===== src/rtl/sparse_coo_mm_scheduler.sv =====
// Loads one job of COO entries for A and B, then walks every (A, B) pair and
// issues the index-matching ones (A.col == B.row) to the MAC, one per cycle.
module sparse_coo_mm_scheduler #(
  parameter int NNZ_MAX = 8,
  parameter int IDX_W   = 3,
  parameter int DATA_W  = 8,
  parameter int CNT_W   = $clog2(NNZ_MAX + 1),
  parameter int PCNT_W  = $clog2(NNZ_MAX * NNZ_MAX + 1)
) (
  input  logic              clk,
  input  logic              rst,
  input  logic              start,
  input  logic [CNT_W-1:0]  a_cnt,
  input  logic [CNT_W-1:0]  b_cnt,
  input  logic              ld_valid,
  output logic              ld_ready,
  input  logic [IDX_W-1:0]  ld_row,
  input  logic [IDX_W-1:0]  ld_col,
  input  logic [DATA_W-1:0] ld_data,
  output logic              iss_valid,
  input  logic              iss_ready,
  output logic [DATA_W-1:0] iss_a,
  output logic [DATA_W-1:0] iss_b,
  output logic [IDX_W-1:0]  iss_row,
  output logic [IDX_W-1:0]  iss_col,
  output logic              clear_acc,
  output logic              busy,
  output logic              done,
  output logic [PCNT_W-1:0] pair_cnt
);

  localparam int PTR_W = (NNZ_MAX > 1) ? $clog2(NNZ_MAX) : 1;

  typedef enum logic [2:0] {IDLE, LOAD_A, LOAD_B, SCAN, DONE} state_t;

  state_t state, state_nxt;

  logic [IDX_W-1:0]  a_row [NNZ_MAX];
  logic [IDX_W-1:0]  a_col [NNZ_MAX];
  logic [DATA_W-1:0] a_dat [NNZ_MAX];
  logic [IDX_W-1:0]  b_row [NNZ_MAX];
  logic [IDX_W-1:0]  b_col [NNZ_MAX];
  logic [DATA_W-1:0] b_dat [NNZ_MAX];

  logic [CNT_W-1:0] a_n, b_n;
  logic [PTR_W-1:0] ptr, i, j;

  logic [CNT_W-1:0] a_cnt_c, b_cnt_c;
  logic             ptr_last_a, ptr_last_b, i_last, j_last;
  logic             empty, match, advance, iss_fire;

  // Oversized requests are clamped to the storage depth.
  assign a_cnt_c = (a_cnt > CNT_W'(NNZ_MAX)) ? CNT_W'(NNZ_MAX) : a_cnt;
  assign b_cnt_c = (b_cnt > CNT_W'(NNZ_MAX)) ? CNT_W'(NNZ_MAX) : b_cnt;

  assign ptr_last_a = (CNT_W'(ptr) == a_n - CNT_W'(1));
  assign ptr_last_b = (CNT_W'(ptr) == b_n - CNT_W'(1));
  assign i_last     = (CNT_W'(i) == a_n - CNT_W'(1));
  assign j_last     = (CNT_W'(j) == b_n - CNT_W'(1));
  assign empty      = (a_n == '0) || (b_n == '0);
  assign match      = (a_col[i] == b_row[j]);
  assign advance    = !iss_valid || iss_ready;
  assign iss_fire   = iss_valid && iss_ready;

  // Payload is forced to zero when nothing is presented so reset shows all-zero outputs.
  assign iss_row = iss_valid ? a_row[i] : '0;
  assign iss_col = iss_valid ? b_col[j] : '0;
  assign iss_a   = iss_valid ? a_dat[i] : '0;
  assign iss_b   = iss_valid ? b_dat[j] : '0;

  always_ff @(posedge clk) begin
    // NOTE: sequential state uses non-blocking assignments so every register samples pre-edge values.
    if (rst) state <= IDLE;
    else     state <= state_nxt;
  end

  always_comb begin
    // NOTE: every output gets a default before the case so no path leaves one unassigned (no latches).
    state_nxt = state;
    ld_ready  = 1'b0;
    iss_valid = 1'b0;
    clear_acc = 1'b0;
    done      = 1'b0;
    busy      = (state != IDLE);
    case (state)
      IDLE: begin
        if (start && !rst) begin
          clear_acc = 1'b1;
          if (a_cnt_c != '0)      state_nxt = LOAD_A;
          else if (b_cnt_c != '0) state_nxt = LOAD_B;
          else                    state_nxt = SCAN;
        end
      end
      LOAD_A: begin
        ld_ready = 1'b1;
        if (ld_valid && ptr_last_a) state_nxt = (b_n != '0) ? LOAD_B : SCAN;
      end
      LOAD_B: begin
        ld_ready = 1'b1;
        if (ld_valid && ptr_last_b) state_nxt = SCAN;
      end
      SCAN: begin
        iss_valid = !empty && match;
        if (empty || ((!iss_valid || iss_ready) && i_last && j_last)) state_nxt = DONE;
      end
      DONE: begin
        done      = 1'b1;
        state_nxt = IDLE;
      end
      default: state_nxt = IDLE;
    endcase
  end

  always_ff @(posedge clk) begin
    if (rst) begin
      a_n      <= '0;
      b_n      <= '0;
      ptr      <= '0;
      i        <= '0;
      j        <= '0;
      pair_cnt <= '0;
    end else begin
      case (state)
        IDLE: begin
          if (start) begin
            a_n      <= a_cnt_c;
            b_n      <= b_cnt_c;
            ptr      <= '0;
            i        <= '0;
            j        <= '0;
            pair_cnt <= '0;
          end
        end
        LOAD_A: if (ld_valid) ptr <= ptr_last_a ? '0 : ptr + PTR_W'(1);
        LOAD_B: if (ld_valid) ptr <= ptr_last_b ? '0 : ptr + PTR_W'(1);
        SCAN: begin
          if (iss_fire) pair_cnt <= pair_cnt + PCNT_W'(1);
          // j is the inner index; indices hold under backpressure so the payload stays stable.
          if (!empty && advance) begin
            if (j_last) begin
              j <= '0;
              if (!i_last) i <= i + PTR_W'(1);
            end else begin
              j <= j + PTR_W'(1);
            end
          end
        end
        default: ;
      endcase
    end
  end

  // NOTE: entry storage has no reset; every slot read in SCAN was written during the load phase.
  always_ff @(posedge clk) begin
    if (state == LOAD_A && ld_valid) begin
      a_row[ptr] <= ld_row;
      a_col[ptr] <= ld_col;
      a_dat[ptr] <= ld_data;
    end
    if (state == LOAD_B && ld_valid) begin
      b_row[ptr] <= ld_row;
      b_col[ptr] <= ld_col;
      b_dat[ptr] <= ld_data;
    end
  end

endmodule


===== config.mk =====
export PLATFORM = sky130hd
export DESIGN_NAME = sparse_coo_mm_scheduler
export DESIGN_NICKNAME = d
export VERILOG_FILES = /design/src/rtl/sparse_coo_mm_scheduler.sv
export SDC_FILE = /design/constraint.sdc
export NUM_CORES = 1
export LEC_CHECK = 0
export CAP_MARGIN = 10
export CORE_ASPECT_RATIO = 1.5
export CORE_MARGIN = 1.5
export CORE_UTILIZATION = 30
export DETAILED_ROUTE_END_ITERATION = 6
export GPL_ROUTABILITY_DRIVEN = 0
export PLACE_DENSITY_LB_ADDON = 0.2
export SLEW_MARGIN = 20
export SYNTH_ARGS = -nofsm -noshare
export SYNTH_HDL_FRONTEND = slang
export SYNTH_SLANG_ARGS = --single-unit

===== constraint.sdc =====
create_clock -name clk -period 5.9 [get_ports clk]
set_clock_uncertainty 0.05 [all_clocks]
set_input_delay 0.59 -clock clk [delete_from_list [all_inputs] [get_ports clk]]
set_output_delay 0.59 -clock clk [all_outputs]
set_load 0.01 [all_outputs]

==> results of run 1 <==
-- worst register-to-register path, cell delays in order, from the launching register on --
cell	delay, ns
dfxtp_1	0.70
buf_4	0.40
mux4_2	0.36
mux2i_1	0.17
xnor2_1	0.19
nand4_2	0.34
buf_4	0.35
inv_2	0.11
nand2_1	0.20
or4_1	0.56
a21oi_1	0.15
-- flip-flops by register name (all words and copies together) (netlist names), named ones only --
register	count
i	3
a_row	24
a_col	24
a_n	4
state	3
b_col	24
pair_cnt	7
b_n	4
j	3
a_dat	64
b_dat	64
ptr	3
b_row	24
-- routing by layer --
metal  global-route usage (%)  vias up  routed length (microns)
li1                         -     2452                        -
met1                     16.0     2846                     9650
met2                     24.0      104                    12200
met3                     1.71       33                      721
met4                     3.88        0                      504
met5                        0        -                        0
-- logic make-up (layout without fill, tap and decap cells) --
group	count (synthesis)	count (layout)	synth area share [%]
AO/OA/AOI/OAI	44	44	2.69
XOR/XNOR	20	20	1.69
adder cells (fa/ha/maj)	8	8	0.964
buffers and inverters	43	128	1.84
flip-flops	257	257	71.2
multiplexers	89	89	15.4
AND/OR/NAND/NOR	132	132	6.30
-- worst paths after layout --
path	to	startpoint	slack [ns]	depth (start not counted)
setup / recovery	iss_a[0]	flop	1.53	8
hold reg to reg	pair_cnt[6]	pair_cnt[6]	0.44	2
hold / removal	pair_cnt[6]	pair_cnt[6]	0.44	2
setup reg to reg	pair_cnt[6]	flop	2.26	10
-- final cells by class --
type / instances / share of cell area (%)
inverters: 13 / 0.395
well taps: 425 / 4.30
multi-input cells: 293 / 23.3
repair buffers: 66 / 5.22
clock buffers: 29 / 5.52
flip-flops and latches: 257 / 59.8
clock inverters: 20 / 1.54
-- Yosys cell counts, types with 3 or more instances --
cell type / number
nand4_1: 3
dfxtp_1: 33
nor3b_1: 7
a21oi_1: 19
mux4_2: 56
mux2i_1: 31
edfxtp_1: 224
xnor2_1: 11
nand3_1: 8
or3_1: 6
nand2_1: 13
buf_1: 5
nor3_1: 12
and3_1: 3
nor2_1: 56
xor2_1: 9
o21ai_0: 6
o22ai_1: 4
buf_2: 4
nand2b_1: 11
buf_6: 3
inv_1: 12
clkbuf_1: 16
ha_1: 8
-- where the power goes --
group | switching, uW | internal (uW) | total, uW
logic | 191 | 133 | 324
registers | 33.9 | 2010 | 2050
clock network | 702 | 974 | 1680
total | 927 | 3120 | 4050
-- metrics by stage --
stage	utilization (%)	area, sq um
2_1_floorplan	-	10400
5_1_grt	36.2	12400
6_report	36.2	12400
3_3_place_gp	33.6	11500
3_5_place_dp	33.6	11500
4_1_cts	36.2	12400
==> results.sh, run 1 <==
export IMPL_ctsRootBufferMaster="clkbuf_16"
export IMPL_timing_critical_path_cells="buf_4 > mux4_2 > mux2i_1 > xnor2_1 > nand4_2 > buf_4 > nor2_1 > clkdlybuf4s50_1"
export IMPL_ys_seq_elements=257
export IMPL_yosysSeqAreaShare_pct=71.2
export IMPL_fin_worst_hold_slack_ns=0.440
export IMPL_setup_worst_path_start_class="flop"
export IMPL_syn_area_sq_um=10400
export IMPL_finalNonFillerCells=1103
export IMPL_drt_wl_total_microns=23000
export IMPL_path_max_fanout=17
export IMPL_post_cts_repair_setup_buffers=0
export IMPL_drive_above_1_share_pct=19.8
export IMPL_cell_mode_on_critical_path="buf_4"
export IMPL_tns_ns=0
export IMPL_placedCellCount=1054
export IMPL_holdCritPathClass="reg -> reg"
export IMPL_grt_start_max_net_pins=31
export IMPL_clk_insertion_delay_late_ns=0.53
export IMPL_grt_antenna_before_repair=0
export IMPL_num_io_pins=61
export IMPL_routed_wire_length_per_instance_microns=20.9
export IMPL_vdd_ir_drop_max_mv=0.187
export IMPL_worst_path_dominant_cell_family="buffers and inverters"
export IMPL_worstPathRequired_ns=5.26
export IMPL_yosys_most_used_dff="edfxtp_1"
export IMPL_clock_tree_htree_level_count=1
export IMPL_antenna_left=0
export IMPL_run_status="completed"
export IMPL_cells_after_synth=593
export IMPL_worst_setup_path_type="reg -> out"
export IMPL_slowest_delay_ns=0.70
export IMPL_synth_lib_cells_used_distinct=48
export IMPL_seqCellArea_sq_um=7390
export IMPL_synth_fp_nets=628
export IMPL_power_density_nw_per_um2=327
export IMPL_report_final_setup_viol=0
export IMPL_layout_filler_cells=3165
export IMPL_floorplan_die_area_sq_um=35800
export IMPL_initial_utilization_pct=30.4
export IMPL_layout_cells_most_common_list="edfxtp_1, clkdlybuf4s50_1, mux4_2"
export IMPL_cts_resized=0
export IMPL_die_h_microns=231
export IMPL_crit_path_end_kind="output port"
export IMPL_num_vias=5435
export IMPL_asyncSetResetFlopFracSynth_pct=0
export IMPL_rows=83
export IMPL_grt_remaining_overflow=0
export IMPL_dp_final_hpwl_microns=14300
export IMPL_drt_first_iter_violations=344
export IMPL_synth_edff_count=224
export IMPL_fp_coreArea_sq_um=34200
export IMPL_clockBufferDepth=3
export IMPL_drv_max_cap_violation_count=0
export IMPL_syn_avg_cell_area_sq_um=17.5
export IMPL_pre_cts_slack_ns=2.02
export IMPL_drc=0
export IMPL_first_pass_iteration_count_of_the_detailed_router=6
export IMPL_layout_cells_most_common="edfxtp_1"
export IMPL_global_route_usage_total_pct=13.1
export IMPL_maxSlewViolCount=0
export IMPL_final_period_utilization_pct=74.1
export IMPL_floorplan_die_width_microns=155
export IMPL_grt_pass1_vias=5865
export IMPL_cts_sink_count=257
export IMPL_numCtsBuffers=27
export IMPL_power_leakage_uw=0.00377
export IMPL_final_number_of_hold_violating_endpoints=0
export IMPL_synth_area_leaders="edfxtp_1, mux4_2, dfxtp_1"
export IMPL_netlist_top_cell_by_area="edfxtp_1"
export IMPL_multiInputGateArea_sq_um=2880
export IMPL_report_power_total_uw=4050
export IMPL_finalWorstPathRequiredPeriod_ns=4.37
export IMPL_global_route_wire_length_before_repair_microns=35400
export IMPL_cts_hold_buffers_added=0
export IMPL_rsz0062_at_grt="false"
export IMPL_cts_tree="built"
export IMPL_crit_buf_inv=3
export IMPL_count_of_inserted_antenna_diode_cells=0
export IMPL_finalNetCount=693
export IMPL_worstPathArrival_ns=3.73
export IMPL_syn_to_final_growth_pct=19.1
export IMPL_timing_final_ws_setup_ns=1.53
export IMPL_achievable_frequency_mhz=229
export IMPL_critPathSlowestCell="dfxtp_1"
export IMPL_path_clk_slew_ns=0.07
export IMPL_synth_yosys_warnings=0
export IMPL_synth_top_cell_area_share_pct=64.8
export IMPL_port_buffers=60
export IMPL_worst_slew_pin_transition_ns=1.12
export IMPL_maxSlewHeadroom_pct=25.3
export IMPL_avgViaCountPerCell=4.93
No activity file was read; power rests on OpenSTA's default activity.
==> run 2: changes to the inputs <==
Clock period 5.9 ns to 3.5 ns, I/O delays scaled along.
==> results.sh, run 2 (same netlist as run 1, synthesis figures left out) <==
export IMPL_ctsRootBufferMaster="clkbuf_16"
export IMPL_r2r_setup_slack_ns=0.66
export IMPL_run_status="completed"
export IMPL_placedCellCount=1080
export IMPL_worstPathRequired_ns=3.10
export IMPL_tns_ns=0
export IMPL_regToRegEndpoint="pair_cnt[6]"
export IMPL_cts_tree="built"
export IMPL_num_io_pins=61
export IMPL_setup_worst_path_start_class="flop"
export IMPL_achievable_frequency_mhz=299
export IMPL_clk_insertion_delay_late_ns=0.53
export IMPL_avgViaCountPerCell=4.84
export IMPL_die_h_microns=231
export IMPL_cts_sink_count=257
export IMPL_finalWorstPathRequiredPeriod_ns=3.34
export IMPL_top_usage_layer="met2"
export IMPL_antenna_left=0
export IMPL_vdd_ir_drop_max_mv=0.311
export IMPL_layout_cells_most_common_list="edfxtp_1, clkdlybuf4s50_1, mux4_2, nor2_1, buf_4"
export IMPL_worst_path_dominant_cell_family="buffers and inverters"
export IMPL_power_density_nw_per_um2=535
export IMPL_floorplan_die_width_microns=155
export IMPL_layout_filler_cells=3163
export IMPL_grt_start_max_net_pins=31
export IMPL_global_route_wire_length_before_repair_microns=35500
export IMPL_final_period_utilization_pct=95.5
export IMPL_grt_antenna_before_repair=0
export IMPL_dp_final_hpwl_microns=14400
export IMPL_timing_hold_worst_path_depth=2
export IMPL_maxSlewHeadroom_pct=55.6
export IMPL_cts_hold_buffers_added=0
export IMPL_grt_remaining_overflow=0
export IMPL_initial_utilization_pct=30.4
export IMPL_crit_buf_inv=2
export IMPL_worst_setup_path_type="reg -> out"
export IMPL_rsz0062_at_grt="false"
export IMPL_largestRegisters="a_dat (64), b_dat (64)"
export IMPL_rows=83
export IMPL_path_clk_slew_ns=0.07
export IMPL_worst_hold_endpoint="pair_cnt[6]"
export IMPL_timing_critical_path_cells="mux4_2 > mux2i_4 > xnor2_1 > nand4_2 > buf_6 > nor2_1 > clkdlybuf4s50_1"
export IMPL_drt_wl_total_microns=23100
export IMPL_reg2reg_depth=9
export IMPL_numCtsBuffers=27
export IMPL_clock_tree_htree_level_count=1
export IMPL_grt_util_met3_pct=1.97
export IMPL_holdCritPathClass="reg -> reg"
export IMPL_global_route_usage_total_pct=13.3
export IMPL_num_vias=5479
export IMPL_port_buffers=60
export IMPL_power_leakage_uw=0.00398
export IMPL_syn_to_final_growth_pct=20.8
export IMPL_finalNonFillerCells=1131
export IMPL_drt_first_iter_violations=375
export IMPL_critPathSlowestCell="clkdlybuf4s50_1"
export IMPL_worst_slew_pin_transition_ns=0.665
export IMPL_grt_met1_usage_pct=15.9
export IMPL_report_final_setup_viol=0
export IMPL_crit_path_end_kind="output port"
export IMPL_drive_above_1_share_pct=21.7
export IMPL_path_max_fanout=14
export IMPL_hp_start="pair_cnt[6]"
export IMPL_grt_met2_usage_pct=24.7
export IMPL_floorplan_die_area_sq_um=35800
export IMPL_drv_max_cap_violation_count=0
export IMPL_final_number_of_hold_violating_endpoints=0
export IMPL_layout_cells_most_common="edfxtp_1"
export IMPL_finalNetCount=721
export IMPL_clockBufferDepth=3
export IMPL_worstPathArrival_ns=2.94
export IMPL_grt_pass1_vias=5765
export IMPL_routed_wire_length_per_instance_microns=20.4
export IMPL_maxSlewViolCount=0
export IMPL_fp_coreArea_sq_um=34200
export IMPL_first_pass_iteration_count_of_the_detailed_router=4
export IMPL_count_of_inserted_antenna_diode_cells=0
export IMPL_slowest_delay_ns=0.55
export IMPL_drc=0
-- run 2: cell types whose count changed in the layout (fill, tap and decap cells not counted), sizes merged --
cell           before  now
bufinv              3    1
dlygate4sd2         0    1
clkdlybuf4s50      60   57
dlymetal6s2s        0    2
buf                 6   34
clkinv             12   14
-- run 2: where the power goes --
part / internal [uW] / total (uW) / switching [uW] / leakage, uW
clock: 1510 / 2720 / 1210 / 0.000408
combinational: 239 / 554 / 314 / 0.00128
sequential: 3390 / 3440 / 51.1 / 0.00228
total: 5140 / 6720 / 1580 / 0.00398
-- run 2: stage by stage --
step	total power, uW	worst slack, ns	instance area (sq um)	util [%]	hold slack [ns]
floorplan	3850	0.983	10400	-	0.399
global placement	4050	0.396	11600	34.0	0.409
detailed placement	4070	0.370	11600	34.0	0.453
CTS	6810	0.000908	12500	36.6	0.461
global route	6990	0.0190	12500	36.7	0.476
finish	6720	0.158	12500	36.7	0.461
-- run 2: repair_timing --
item	CTS	global route
hold endpoints to repair	0	0
setup buffers	2	0
endpoints found under the setup margin	23	21
resized for setup	7	7
-- run 2: area by class of cell --
class / count / area (sq um) / area share (%)
repair buffers: 94 / 863 / 6.88
multi-input cells: 293 / 2860 / 22.8
well taps: 425 / 532 / 4.24
inverters: 13 / 48.8 / 0.389
clock inverters: 20 / 158 / 1.26
flip-flops and latches: 257 / 7400 / 59.0
clock buffers: 29 / 683 / 5.45
-- run 2: worst max path at each step --
| stage | from | to | slack (ns) | cells past startpoint |
|---|---|---|---|---|
| floorplan | flop | pair_cnt[5] | 0.98 | 10 |
| global placement | flop | iss_b[7] | 0.40 | 7 |
| detailed placement | flop | iss_b[7] | 0.37 | 7 |
| CTS | flop | iss_b[0] | 0.0009 | 7 |
| global route | flop | iss_b[0] | 0.02 | 7 |
| finish | flop | iss_b[0] | 0.16 | 7 |
-- run 2: per-layer routing --
layer  vias to the layer above  routed length (microns)
li1                       2515                        -
met1                      2834                     9470
met2                       106                    12500
met3                        24                      764
met4                         0                      435
met5                         -                        0
-- run 2: tightest hold or removal path, cell delays in order (launching register included) --
cell and delay, ns:
dfxtp_1 0.33, o31ai_1 0.07, a21oi_1 0.07
